==> src/rtl/hazard_ctrl.sv <==
// hazard_ctrl: pipeline hazard controller.
// Resolves load-use stalls, taken-branch flushes and data-memory wait
// freezes, with a memory-timeout error state and a saturating stall counter.
module hazard_ctrl #(
  parameter int unsigned TIMEOUT = 200  // max MEM_WAIT cycles without ack (2..255)
) (
  input  logic        clk,
  input  logic        rst_n,
  input  logic        idex_memread,
  input  logic [4:0]  idex_rt,
  input  logic [4:0]  ifid_rs,
  input  logic [4:0]  ifid_rt,
  input  logic        branch_taken,
  input  logic        exmem_memop,
  input  logic        dmem_ack,
  output logic        pc_write,
  output logic        ifid_stall,
  output logic        ifid_flush,
  output logic        idex_bubble,
  output logic        pipe_freeze,
  output logic        timeout_err,
  output logic [15:0] stall_cycles,
  output logic [1:0]  state_dbg
);

  typedef enum logic [1:0] {
    ST_RUN      = 2'd0,
    ST_MEM_WAIT = 2'd1,
    ST_ERR      = 2'd2
  } state_t;

  // Last wait_cnt value tolerated before declaring a memory timeout.
  localparam logic [7:0] LP_WAIT_LAST = 8'(TIMEOUT - 1);
  localparam logic [15:0] LP_STALL_MAX = 16'hFFFF;

  state_t      r_state;
  logic [7:0]  r_wait_cnt;
  logic        r_timeout_err;
  logic [15:0] r_stall_cycles;

  logic w_in_run;
  logic w_in_wait;
  logic w_in_err;
  logic w_freeze;
  logic w_lu;
  logic w_src_match;

  assign w_in_run  = (r_state == ST_RUN);
  assign w_in_wait = (r_state == ST_MEM_WAIT);
  assign w_in_err  = (r_state == ST_ERR);

  // Memory not ready: stall the whole pipeline. ERR freezes permanently.
  assign w_freeze = (w_in_run & exmem_memop & ~dmem_ack)
                  | (w_in_wait & ~dmem_ack)
                  | w_in_err;

  // Load-use: the load's destination feeds the next instruction. $zero never
  // carries a real dependency, so it is excluded.
  assign w_src_match = (idex_rt == ifid_rs) | (idex_rt == ifid_rt);
  assign w_lu        = idex_memread & (idex_rt != 5'd0) & w_src_match;

  // Same-cycle control outputs; reset forces a NOP/bubble into the pipe.
  always_comb begin
    pc_write    = 1'b1;
    ifid_stall  = 1'b0;
    ifid_flush  = 1'b0;
    idex_bubble = 1'b0;
    pipe_freeze = 1'b0;
    if (!rst_n) begin
      pc_write    = 1'b0;
      ifid_flush  = 1'b1;
      idex_bubble = 1'b1;
    end else if (w_freeze) begin
      pc_write    = 1'b0;
      ifid_stall  = 1'b1;
      pipe_freeze = 1'b1;
    end else if (w_lu) begin
      // Load-use wins over a taken branch: the branch is re-resolved once
      // the load result is available.
      pc_write    = 1'b0;
      ifid_stall  = 1'b1;
      idex_bubble = 1'b1;
    end else if (branch_taken) begin
      ifid_flush  = 1'b1;
    end
  end

  // FSM: memory wait tracking, timeout detection and sticky error flag.
  always_ff @(posedge clk) begin
    if (!rst_n) begin
      r_state       <= ST_RUN;
      r_wait_cnt    <= 8'd0;
      r_timeout_err <= 1'b0;
    end else begin
      case (r_state)
        ST_RUN: begin
          if (exmem_memop && !dmem_ack) begin
            r_state    <= ST_MEM_WAIT;
            r_wait_cnt <= 8'd0;
          end
        end
        ST_MEM_WAIT: begin
          if (dmem_ack) begin
            // A late ack still completes the access even on the last cycle.
            r_state <= ST_RUN;
          end else begin
            r_wait_cnt <= r_wait_cnt + 8'd1;
            if (r_wait_cnt == LP_WAIT_LAST) begin
              r_state       <= ST_ERR;
              r_timeout_err <= 1'b1;
            end
          end
        end
        ST_ERR: begin
          r_state <= ST_ERR;
        end
        default: begin
          // Unreachable encoding: recover to RUN.
          r_state <= ST_RUN;
        end
      endcase
    end
  end

  // Saturating count of cycles in which the PC was held.
  always_ff @(posedge clk) begin
    if (!rst_n) begin
      r_stall_cycles <= 16'd0;
    end else if (!pc_write && (r_stall_cycles != LP_STALL_MAX)) begin
      r_stall_cycles <= r_stall_cycles + 16'd1;
    end
  end

  assign timeout_err  = r_timeout_err;
  assign stall_cycles = r_stall_cycles;
  assign state_dbg    = r_state;

endmodule
==> config.mk <==
export PLATFORM = sky130hd
export DESIGN_NAME = hazard_ctrl
export DESIGN_NICKNAME = d
export VERILOG_FILES = /design/src/rtl/hazard_ctrl.sv
export SDC_FILE = /design/constraint.sdc
export NUM_CORES = 1
export LEC_CHECK = 0
export ABC_CLOCK_PERIOD_IN_PS = 3600
export CAP_MARGIN = 20
export CORE_UTILIZATION = 45
export CTS_CLUSTER_DIAMETER = 120
export DETAILED_ROUTE_END_ITERATION = 7
export HOLD_SLACK_MARGIN = 0.15
export PLACE_DENSITY = 0.79
export REMOVE_ABC_BUFFERS = 1
export SLEW_MARGIN = 10
export SYNTH_ARGS = -nofsm -noshare
export SYNTH_HDL_FRONTEND = slang
export SYNTH_SLANG_ARGS = --single-unit
export TNS_END_PERCENT = 10
==> constraint.sdc <==
create_clock -name clk -period 3.6 [get_ports clk]
set_clock_uncertainty 0.15 [all_clocks]
set_input_delay 0.72 -clock clk [delete_from_list [all_inputs] [get_ports clk]]
set_output_delay 0.72 -clock clk [all_outputs]
set_load 0.01 [all_outputs]
; ---- Word-level counts from Yosys, hierarchy flattened
; Index checks and enable logic that the tools add are counted.
[word_totals]
regBits = 27
latchBits = 0
ram_bits = 0
mem_bits_ro = 0
inputBits = 21
output_inout_bits = 24
elab_cells = 55
n_memories = 0
[classes]
addsub = 2
n_mul = 0
div_mod_pow = 0
order_cmp = 0
n_eq_ne = 9
n_shift = 0
n_mux = 21
bitwise_logic = 9
n_reduce_logical = 10
[ops]
columns = op, count
row1 = $add 16x1->16 const B, 1
row2 = $mux 8, 2
row3 = $ne 16x16->1 const B, 1
row4 = $pmux 8 s2, 1
row5 = $mux 1, 14
row6 = $eq 5x5->1, 2
row7 = $add 8x1->8 const B, 1
row8 = $eq 8x8->1 const B, 1
row9 = $mux 2, 3
row10 = $pmux 2 s3, 1
row11 = $reduce_and 3->1, 2
row12 = $and 1x1->1, 5
row13 = $reduce_bool 5->1, 1
row14 = $ne 3x2->1 const B, 1
row15 = $or 1x1->1, 3
row16 = $eq 2x1->1 const B, 1
row17 = $eq 2x2->1 const B, 1
row18 = $logic_and 1x1->1, 2
row19 = $logic_not 1->1, 2
row20 = $logic_not 2->1, 1
row21 = $ne 2x1->1 const B, 1
row22 = $ne 2x2->1 const B, 1
row23 = $reduce_and 2->1, 1
row24 = $reduce_bool 2->1, 1
row25 = $not 1->1, 1

; ---- Depth between registers and ports, before layout
[logic_depth]
depth_word = 9
depth_mapped = 9

; ---- Worst setup path after synthesis
; Ideal clock, no wire load.
[synth_path]
path_kind = input to output
start = input idex_rt[0]
end = output pc_write
t_arrival_ps = 1966
setup_slack_ps = 764
cell_stages = 4
path_cell_list = or4_1 o21a_1 a21oi_1 and2_1
[synth_via]
elab_chain_len = 6
word_cells_on_any_way = 9
classes_between = eq/ne: 2 / mux: 3 / bitwise: 3 / reduce/logical: 1
[synth_rtl]
columns = item, line
row1 = start: declaration, 10  ; input logic [4:0] idex_rt,
row2 = $eq 5x5->1 or $reduce_bool 5->1 (tied branches), "59, 60"
row3 = $or 1x1->1 or $and 1x1->1 (tied branches), "59, 60"
row4 = $and 1x1->1 (*), 60  ; assign w_lu = idex_memread & (idex_rt != 5'd0) & w_src_match;
row5 = $mux 1 (*), 77  ; end else if (w_lu) begin
row6 = $mux 1 (*), 73  ; end else if (w_freeze) begin
row7 = $mux 1 (*), 69  ; if (!rst_n) begin
row8 = end: declaration, 16  ; output logic pc_write,
; Mark *: on every way between the ends. The rest lies on a longest branch, timed or not.

; ---- Worst setup path in the final report
[layout_path]
start = input idex_rt[0]
end = output ifid_stall
[layout_via]
elab_chain_len = 6
word_cells_on_any_way = 9
classes_between = eq/ne: 2 / mux: 3 / bitwise: 3 / reduce/logical: 1
[layout_rtl]
columns = item, line
row1 = $eq 5x5->1 or $reduce_bool 5->1 (tied branches), "59, 60"
row2 = $or 1x1->1 or $and 1x1->1 (tied branches), "59, 60"
row3 = $and 1x1->1 (*), 60
row4 = $mux 1 (*), 77
row5 = $mux 1 (*), 73
row6 = $mux 1 (*), 69
row7 = end: declaration, 17  ; output logic ifid_stall,
; Marks and branches as above.

==> summary.txt <==
STA
  – Slew Limit Fails: 0
  – PnR worst setup slack: 0.1311 ns
  – Final period utilization: 96.36%
  – Fin crit period: 3.469 ns
  – Worst Tran Pin Value: 0.5432 ns
  – RSZ-0062 raised after global routing: false
  – Final setup viols: 0
  – FMAX: 0.2883 GHz
  – Final hold vios: 0
  – Final hold slack: 0.3083 ns
  – Worst rel slew slack: 63.79%

Drt
  – DRT iter0 DRCs: 73
  – DRT Wirelength: 3189 um
  – ANT nets after route: 0
  – Via density: 5.097
  – DR vias: 1412
  – TritonRoute pass-1 iters: 4
  – Residual DRC: 0
  – WL/cell: 11.51 um

Flow run
  – Maxcap violations: 0

Synth
  – Synth Area per Inst: 8.105 um2
  – Netlist cell types: 34
  – Cell accounting for the most synthesized area: dfxtp_1
  – Post-synth top flop: dfxtp_1
  – Top cells by area, synth: dfxtp_1 (37%), xnor2_1 (6.7%), a21oi_1 (5.9%), nand2_1 (5.2%), or3_1 (5.2%)
  – Seq cells post-synth: 27
  – Synth warn: 0
  – Mapped cell area: 1443 um2
  – Number of flops mapped to enable cells by yosys: 0
  – Post-synth top area share: 37.47%
  – Ys async rst share: 0%
  – Seq/Total Area, Yosys: 37.47%
  – Mapped Cells: 178

Critical path
  – Critical Path Slowest Stage Cell: or4_1
  – Buffer and inverter count on the worst path: 2
  – Setup CP Type: primary input to output pin
  – Worst EP arrival: 2.60 ns
  – Worst Setup Start Kind: primary input
  – Critical path depth in cells: 6
  – Depth of the most critical reg-to-reg path: 7
  – Worst path cell trace: clkdlybuf4s50_1 > or4_1 > o21a_1 > a21oi_2 > nor2_1 > clkdlybuf4s50_1
  – Crit-path max cell delay: 0.52 ns
  – Req. time, crit path: 2.73 ns
  – Family with the most delay on the worst path: buffers and inverters
  – Most frequent cell on the critical path: clkdlybuf4s50_1
  – Max FO, Critical Path: 4
  – Worst Setup End Kind: output pin

Clocking
  – Bufs on Longest Clock Path: 2
  – CTS Hold Bufs: 0
  – Clk slew on worst S/H paths: 0.14 ns
  – TritonCTS clock tree: done
  – TritonCTS buffer count: 3
  – H-tree Lvls: 1
  – Clk sinks: 27
  – Clock latency on the worst-skew pair: 0.33 ns
  – CTS root buf: clkbuf_4

Cells and area
  – Nets: 257
  – Area Overhead vs Synth: 41.11%
  – Layout cell share with drive strength beyond 1: 8.584%
  – Commonest non-fill, non-tap cell in the layout: clkdlybuf4s50_1
  – Final core utilization: 66.68%
  – Ant diodes: 0
  – Fillers: 290
  – Commonest non-fill, non-tap cells in the layout: clkdlybuf4s50_1 (41), dfxtp_1 (27), nand2_1 (20)

GRT
  – Met1 GRT Util: 23.94%
  – GRT busiest layer: met2
  – Grt ovf: 0
  – Largest net degree at the start of global routing: 26
  – Vias in the first global route: 1230
  – M3 GR Usage: 4.176%
  – Met2 GRT Util: 36.12%
  – First-pass GRT wire length: 5278 um
  – Antenna violations before repair: 0
  – GRT Total Usage: 19.93%

Floorplanning
  – Core footprint: 3053 um2
  – Die H: 58.62 um
  – Core Rows: 20
  – Num ports: 45
  – DIE WIDTH: 58.62 um
  – Initial Util: 47.25%
  – Die footprint: 3436 um2

Pwr
  – P_leak: 0.7052 nW
  – Worst VDD drop: 0.1679 mV
  – Tot Pwr: 0.5400 mW
  – PwrDens: 265.3 nW/um2

Status
  – Status: finished clean

Hold path
  – Hold crit path type: flop to flop
  – Hold depth: 2

Place
  – Worst slack, placed: -0.1165 ns
  – Gpl congestion: 0.7959
  – IO buf count: 44
  – Post-detail-place hpwl: 2468 um
state kept, by name (all words and copies together), names as in the netlist:
name and count:
stall_cycles 16, state_dbg 2, r_wait_cnt 8, timeout_err 1
final cells by class:
| class | instances | area, um2 | share of cell area, % |
|---|---|---|---|
| multi-input cells | 141 | 867.1 | 42.59 |
| flip-flops and latches | 27 | 540.5 | 26.55 |
| repair buffers | 55 | 523.0 | 25.69 |
| well taps | 44 | 55.05 | 2.704 |
| clock buffers | 3 | 22.52 | 1.106 |
| inverters | 6 | 22.52 | 1.106 |
| clock inverters | 1 | 5.005 | 0.2459 |
where the power goes:
group	leakage [nW]	switching (mW)	internal, mW
clock network	0.0177	0.0910	0.0417
logic	0.470	0.0447	0.0564
registers	0.218	0.00387	0.302
total	0.705	0.140	0.400
worst register-to-register path: stages (launching register included):
cell     delay, ns
dfxtp_1       0.41
ha_1          0.18
and2_1        0.17
nand4_1       0.22
or2_1         0.33
a22oi_4       0.50
o21ai_0       0.19
a21oi_1       0.14
logic make-up after synthesis:
family	after synthesis	synth area share [%]
AOI/OAI and AO/OA	40	16.57
xor gates and xnor gates	17	10.32
adders and majority gates	2	1.734
buffers and inverters	10	3.643
DFF	27	37.47
muxes	1	0.6939
and+or+nand+nor	81	29.58
through the flow:
step                cells  cell area [um2]  setup TNS (ns)
floorplan             174             1413               0
global placement      273             1991         -0.1313
detailed placement    273             1991         -0.2274
CTS                   277             2019               0
global route          277             2036               0
finish                277             2036               0
cell usage after synthesis, types with 2 or more instances:
library cell  count
dfxtp_1          27
nand2_1          20
a21oi_1          17
nor2_1           12
or3_1            12
xnor2_1          11
nand3_1           9
o21ai_0           8
o21ai_1           7
nand4_1           6
xor2_1            6
inv_1             5
and2_1            3
nor3_1            3
o21a_1            3
or4_1             3
and3_1            2
and4_1            2
buf_6             2
clkbuf_1          2
ha_1              2
nand2b_1          2
nand4b_1          2
or2_1             2
final timing paths:
kind	startpoint	end	slack, ns
worst max register to register	stall_cycles[0]	stall_cycles[8]	1.28
worst min-delay path	timeout_err	timeout_err	0.31
worst max-delay path	idex_rt[0]	ifid_stall	0.13
worst min register to register	timeout_err	timeout_err	0.31
per-layer routing:
layer,routed length [um],vias up
met5,0,-
met4,39,0
met3,98,4
met2,1561,29
met1,1490,627
li1,-,752
repair_timing:
action / in CTS / in global routing
setup endpoints to repair: 2 / 2
buffers inserted: 0 / 0
resized for setup: 3 / 3
pin swaps: 1 / 1
No activity file was read; power rests on OpenSTA's default activity.
